--- config.mk ---
export PLATFORM = sky130hd
export DESIGN_NAME = cpu_controller
export DESIGN_NICKNAME = d
export VERILOG_FILES = /design/src/rtl/cpu_controller_pkg.sv /design/src/rtl/cpu_controller_instruction_decoder.sv /design/src/rtl/cpu_controller.sv
export SDC_FILE = /design/constraint.sdc
export NUM_CORES = 1
export LEC_CHECK = 0
export ABC_AREA = 1
export BUFFER_PORTS_ARGS = -buffer_cell sky130_fd_sc_hd__buf_2
export CAP_MARGIN = 0
export CORE_ASPECT_RATIO = 0.9
export CORE_UTILIZATION = 35
export CTS_BUF_LIST = sky130_fd_sc_hd__clkbuf_16
export DETAILED_ROUTE_END_ITERATION = 7
export PLACE_DENSITY = 0.65
export SLEW_MARGIN = 10
export SYNTH_ARGS = -nofsm -noshare
export SYNTH_HDL_FRONTEND = slang
export SYNTH_HIERARCHICAL = 1
export SYNTH_SLANG_ARGS = --single-unit
--- constraint.sdc ---
create_clock -name clk -period 3.5 [get_ports clk]
set_input_delay 0.175 -clock clk [delete_from_list [all_inputs] [get_ports clk]]
set_output_delay 0.175 -clock clk [all_outputs]
set_load 0.03 [all_outputs]
--- src/rtl/cpu_controller_pkg.sv ---
// cpu_controller_pkg: state encodings, opcode/op constants and writeback selects
// shared by the controller and its decoder.
package cpu_controller_pkg;
  typedef enum logic [2:0] {
    S_WAIT      = 3'd0,
    S_DECODE    = 3'd1,
    S_WRITE_IMM = 3'd2,
    S_GET_A     = 3'd3,
    S_GET_B     = 3'd4,
    S_ALU       = 3'd5,
    S_WRITE_REG = 3'd6
  } state_e;
  localparam logic [2:0] OPC_MOV = 3'b110;
  localparam logic [2:0] OPC_ALU = 3'b101;
  localparam logic [1:0] OP_MOV_REG = 2'b00;
  localparam logic [1:0] OP_CMP     = 2'b01;
  localparam logic [1:0] OP_MOV_IMM = 2'b10;
  localparam logic [1:0] OP_MVN     = 2'b11;
  localparam logic [3:0] VSEL_MDATA = 4'b0001;
  localparam logic [3:0] VSEL_IMM   = 4'b0010;
  localparam logic [3:0] VSEL_C     = 4'b1000;
endpackage

--- src/rtl/cpu_controller_instruction_decoder.sv ---
// instruction_decoder: splits an instruction word into its fields and
// sign-extended immediates.
// Ports: ir_i instruction word; opcode_o/op_o/rn_o/rd_o/rm_o/sh_o fields;
//        sximm5_o/sximm8_o sign-extended IR[4:0]/IR[7:0].
module instruction_decoder (
  input  logic [15:0] ir_i,
  output logic [2:0]  opcode_o,
  output logic [1:0]  op_o,
  output logic [2:0]  rn_o,
  output logic [2:0]  rd_o,
  output logic [1:0]  sh_o,
  output logic [2:0]  rm_o,
  output logic [15:0] sximm5_o,
  output logic [15:0] sximm8_o
);
  assign opcode_o = ir_i[15:13];
  assign op_o     = ir_i[12:11];
  assign rn_o     = ir_i[10:8];
  assign rd_o     = ir_i[7:5];
  assign sh_o     = ir_i[4:3];
  assign rm_o     = ir_i[2:0];
  assign sximm5_o = {{11{ir_i[4]}}, ir_i[4:0]};
  assign sximm8_o = {{8{ir_i[7]}}, ir_i[7:0]};
endmodule

--- src/rtl/cpu_controller.sv ---
// cpu_controller: instruction register plus Moore FSM driving the 16-bit datapath.
// Ports: clk/reset (sync, active-high); in/load/s instruction word, IR capture, start;
//        w ready; readnum/writenum/write register file; vsel writeback select;
//        loada/loadb/asel/bsel/shift/ALUop/loadc/loads datapath controls;
//        sximm5/sximm8 sign-extended immediates.
module cpu_controller
  import cpu_controller_pkg::*;
(
  input  logic        clk,
  input  logic        reset,
  input  logic [15:0] in,
  input  logic        load,
  input  logic        s,
  output logic        w,
  output logic [2:0]  readnum,
  output logic [2:0]  writenum,
  output logic        write,
  output logic [3:0]  vsel,
  output logic        loada,
  output logic        loadb,
  output logic        asel,
  output logic        bsel,
  output logic [1:0]  shift,
  output logic [1:0]  ALUop,
  output logic        loadc,
  output logic        loads,
  output logic [15:0] sximm5,
  output logic [15:0] sximm8
);
  state_e      state_q, state_d;
  logic [15:0] ir_q, ir_d;
  logic [2:0]  opcode, rn, rd, rm;
  logic [1:0]  op, sh;
  logic [15:0] sx5, sx8;
  logic        mov_imm, mov_reg, mvn, cmp, alu3;
  // Outputs are registered from the next state, so the decoder looks at the
  // next IR value; this keeps them aligned with the IR the state will see.
  instruction_decoder u_dec (
    .ir_i(ir_d), .opcode_o(opcode), .op_o(op), .rn_o(rn), .rd_o(rd),
    .sh_o(sh), .rm_o(rm), .sximm5_o(sx5), .sximm8_o(sx8)
  );
  assign ir_d    = (state_q == S_WAIT && load) ? in : ir_q;
  assign mov_imm = opcode == OPC_MOV && op == OP_MOV_IMM;
  assign mov_reg = opcode == OPC_MOV && op == OP_MOV_REG;
  assign mvn     = opcode == OPC_ALU && op == OP_MVN;
  assign cmp     = opcode == OPC_ALU && op == OP_CMP;
  assign alu3    = opcode == OPC_ALU && op != OP_MVN;
  assign bsel    = 1'b0;
  always_comb begin
    state_d = S_WAIT;
    case (state_q)
      S_WAIT:   state_d = s ? S_DECODE : S_WAIT;
      S_DECODE: state_d = mov_imm ? S_WRITE_IMM : (mov_reg || mvn) ? S_GET_B : alu3 ? S_GET_A : S_WAIT;
      S_GET_A:  state_d = S_GET_B;
      S_GET_B:  state_d = S_ALU;
      S_ALU:    state_d = cmp ? S_WAIT : S_WRITE_REG;
      default:  state_d = S_WAIT;
    endcase
  end
  always_ff @(posedge clk) begin
    if (reset) begin
      state_q  <= S_WAIT;
      ir_q     <= '0;
      w        <= 1'b1;
      readnum  <= '0;
      writenum <= '0;
      write    <= 1'b0;
      vsel     <= VSEL_MDATA;
      loada    <= 1'b0;
      loadb    <= 1'b0;
      asel     <= 1'b0;
      shift    <= '0;
      ALUop    <= '0;
      loadc    <= 1'b0;
      loads    <= 1'b0;
      sximm5   <= '0;
      sximm8   <= '0;
    end else begin
      state_q  <= state_d;
      ir_q     <= ir_d;
      w        <= state_d == S_WAIT;
      readnum  <= state_d == S_GET_B ? rm : rn;
      writenum <= state_d == S_WRITE_REG ? rd : rn;
      write    <= state_d == S_WRITE_IMM || state_d == S_WRITE_REG;
      vsel     <= state_d == S_WRITE_IMM ? VSEL_IMM : state_d == S_WRITE_REG ? VSEL_C : VSEL_MDATA;
      loada    <= state_d == S_GET_A;
      loadb    <= state_d == S_GET_B;
      asel     <= state_d == S_ALU && (mov_reg || mvn);
      shift    <= sh;
      // MOV reg has op 00 (add) and MVN has op 11 (not-B), so op is the ALU op throughout.
      ALUop    <= op;
      loadc    <= state_d == S_ALU && !cmp;
      loads    <= state_d == S_ALU && cmp;
      sximm5   <= sx5;
      sximm8   <= sx8;
    end
  end
endmodule
==> flow_summary.ini <==
[cells_and_area]
fin_nets = 405
drive_gt1_share_pct = 27.4
area_growth_pct = 12.9
post-route-util_pct = 41.5
mostFrequentLayoutCells = 73 x inv_1, 71 x dfxtp_1, 71 x buf_2
n_fill_cell = 797
antenna_cells = 0
mostFrequentLayoutCell = inv_1

[worst_setup_path]
rr_startpoint = state_q[2]
timing.critical_path.arrival_ps = 2180
cp-start-kind = flop
crit_type = flop to flop
setup.worst_path.start = state_q[2]
r2r_cells = 13
rr_endpoint = state_q[2]
crit_end = state_q[2]
required_ps = 3730
worstPathMaxFanout = 32
regToRegSetupSlack_ps = 1540
endpoint_kind = flop

[detailed_routing]
wl_per_cell_um = 10.2
initialDrtViolationCount = 57
viasPerCell = 3.98
ant_nets = 0
dr.pass1.iters = 4
num_vias = 1932
drc = 0
wl_mm = 4.97

[global_route]
grt_pass1_vias = 1827
grt_pass1_wl_mm = 8.62
grt-ovfl-total = 0
grt.total_usage_pct = 13.2
antenna_found_initial = 0
grt_max_degree = 66

[timing]
setup_violations = 0
hold_viol = 0
clock_skew_ps = 4.39
tightest_slew_ps = 653
min_period_ps = 1960
min_period_over_period_pct = 56.0
slew_headroom_pct = 56.5
rsz0062_at_grt = false
fin_setup_tns_ps = 0
maxSlewViolCount = 0
max_freq_mhz = 511

[clocking]
cts_buffers = 9
cts_resized = 0
cts_tree = done
cts-hold-fix-buffers = 0
clkSlewWorstSetupHoldPaths_ps = 60
h-tree-depth = 3
max-clock-path-buffers = 2
clkLatencyLatePin_ps = 320
clock-sinks = 71
post_cts_buffers = 0
cts-root-buf = clkbuf_16

[synth]
netlist_instances = 360
async_flop_share_pct = 0
synth_edf_count = 0
ys_types = 24
ys_ff_latch = 71
ys_seq_area_share_pct = 50.2
synth_area_um2 = 2830
synth_warnings = 6
synth-main-ff-cell = dfxtp_1
synth.avg_cell_area_um2 = 7.86

[placement]
io_buffers = 71
hpwl_mm = 3.55
globalplace.congestion = 0.839

[die]
fp.dieArea_um2 = 8450
io-pin-count = 74
die_h_um = 87.3
core_um2 = 7690
fp.dieW_um = 96.8
initial_utilization_pct = 36.8
rows = 30

[power]
p_per_area_nw_per_um2 = 665
vdd_drop_max_uv = 267
p_leak_nw = 1.75

[outcome]
status = completed

[hold_path]
min_path_type = input port to flop

[job]
drv_cap = 0
## flip-flops by register name, indices dropped and copies added, names as in the netlist
register and flops:
ir_q 16, sximm5 16, sximm8 16, readnum 3
state_q 3, vsel 3, writenum 3, ALUop 2
shift 2, asel 1, loada 1, loadb 1
loadc 1, loads 1, w 1, write 1
## per-stage QoR
step                hold WS [ps]  power, mW  cell area [µm²]  setup WS (ps)  instances
global route                 129       2.25             3190           1240        486
floorplan                    312       1.29             2830           1730        361
finish                       111       2.12             3190           1540        486
global placement             435       1.26             2910           1560        470
CTS                         98.7       2.15             3190           1540        486
detailed placement           445       1.27             2910           1550        470
## power by group
part           total [mW]  switching, mW  internal, mW
Combinational       0.353          0.255        0.0975
Clock               0.876          0.332         0.545
Sequential          0.896         0.0165         0.879
Total                2.12          0.604          1.52
## cell type report
| type | count | area, µm² | area share [%] |
|---|---|---|---|
| multi-input combinational | 153 | 704 | 22.1 |
| tap | 96 | 120 | 3.76 |
| clock buffer | 9 | 225 | 7.05 |
| sequential | 71 | 1420 | 44.5 |
| timing repair buffer | 73 | 370 | 11.6 |
| inverter | 77 | 289 | 9.05 |
| clock inverter | 7 | 62.6 | 1.96 |
## Yosys cell counts (3+ instances only)
master | number | share of area [%]
o21ai_1 | 16 | 2.8
a21oi_1 | 7 | 1.2
nor2_2 | 3 | 0.66
nor2_1 | 62 | 8.2
buf_4 | 50 | 13
nand3_1 | 6 | 1.1
buf_1 | 5 | 0.66
inv_1 | 73 | 9.7
nand2_2 | 7 | 1.5
dfxtp_1 | 71 | 50
inv_2 | 3 | 0.40
nor2_4 | 3 | 1.2
buf_2 | 4 | 0.71
nand2_1 | 37 | 4.9
## kinds of logic after synthesis
family / count (synthesis) / share of synthesized area (%)
buffers and inverters: 137 / 25.0
DFF: 71 / 50.2
and+or+nand+nor: 125 / 19.7
AOI/OAI and AO/OA: 26 / 4.91
other: 1 / 0.133
## how the worst min path moves through the flow
| stage | from | end | slack (ps) | cells past startpoint |
|---|---|---|---|---|
| after global routing | in[9] | ir_q[9] | 130 | 3 |
| after CTS | in[5] | ir_q[5] | 100 | 3 |
| after global placement | in[4] | ir_q[4] | 440 | 3 |
| after floorplan | reset | w | 310 | 2 |
| after detailed placement | in[5] | ir_q[5] | 440 | 3 |
| final | in[5] | ir_q[5] | 110 | 3 |
## metal layers
metal  up-vias  track usage (%)  routed length, µm  part of all wire, %
li1       1041                -                  -                    -
met1       831             15.8               2370                   48
met2        55             21.1               2240                   45
met3         5             6.02                312                  6.3
met4         0             4.34                 46                 0.93
met5         -                0                  0                    0
## worst max-delay path: stages (launching register included)
cell and delay (ps):
dfxtp_1 400, nand3b_1 130, buf_4 290, nand2_1 80, o21ai_1 110, inv_1 100, nand2_1 90, nor2_2 40
nand2_1 90, nand3_2 160, nand2_2 160, nand2_2 80, nand2_2 70, inv_1 40
Power figures use the tool's default switching activity.
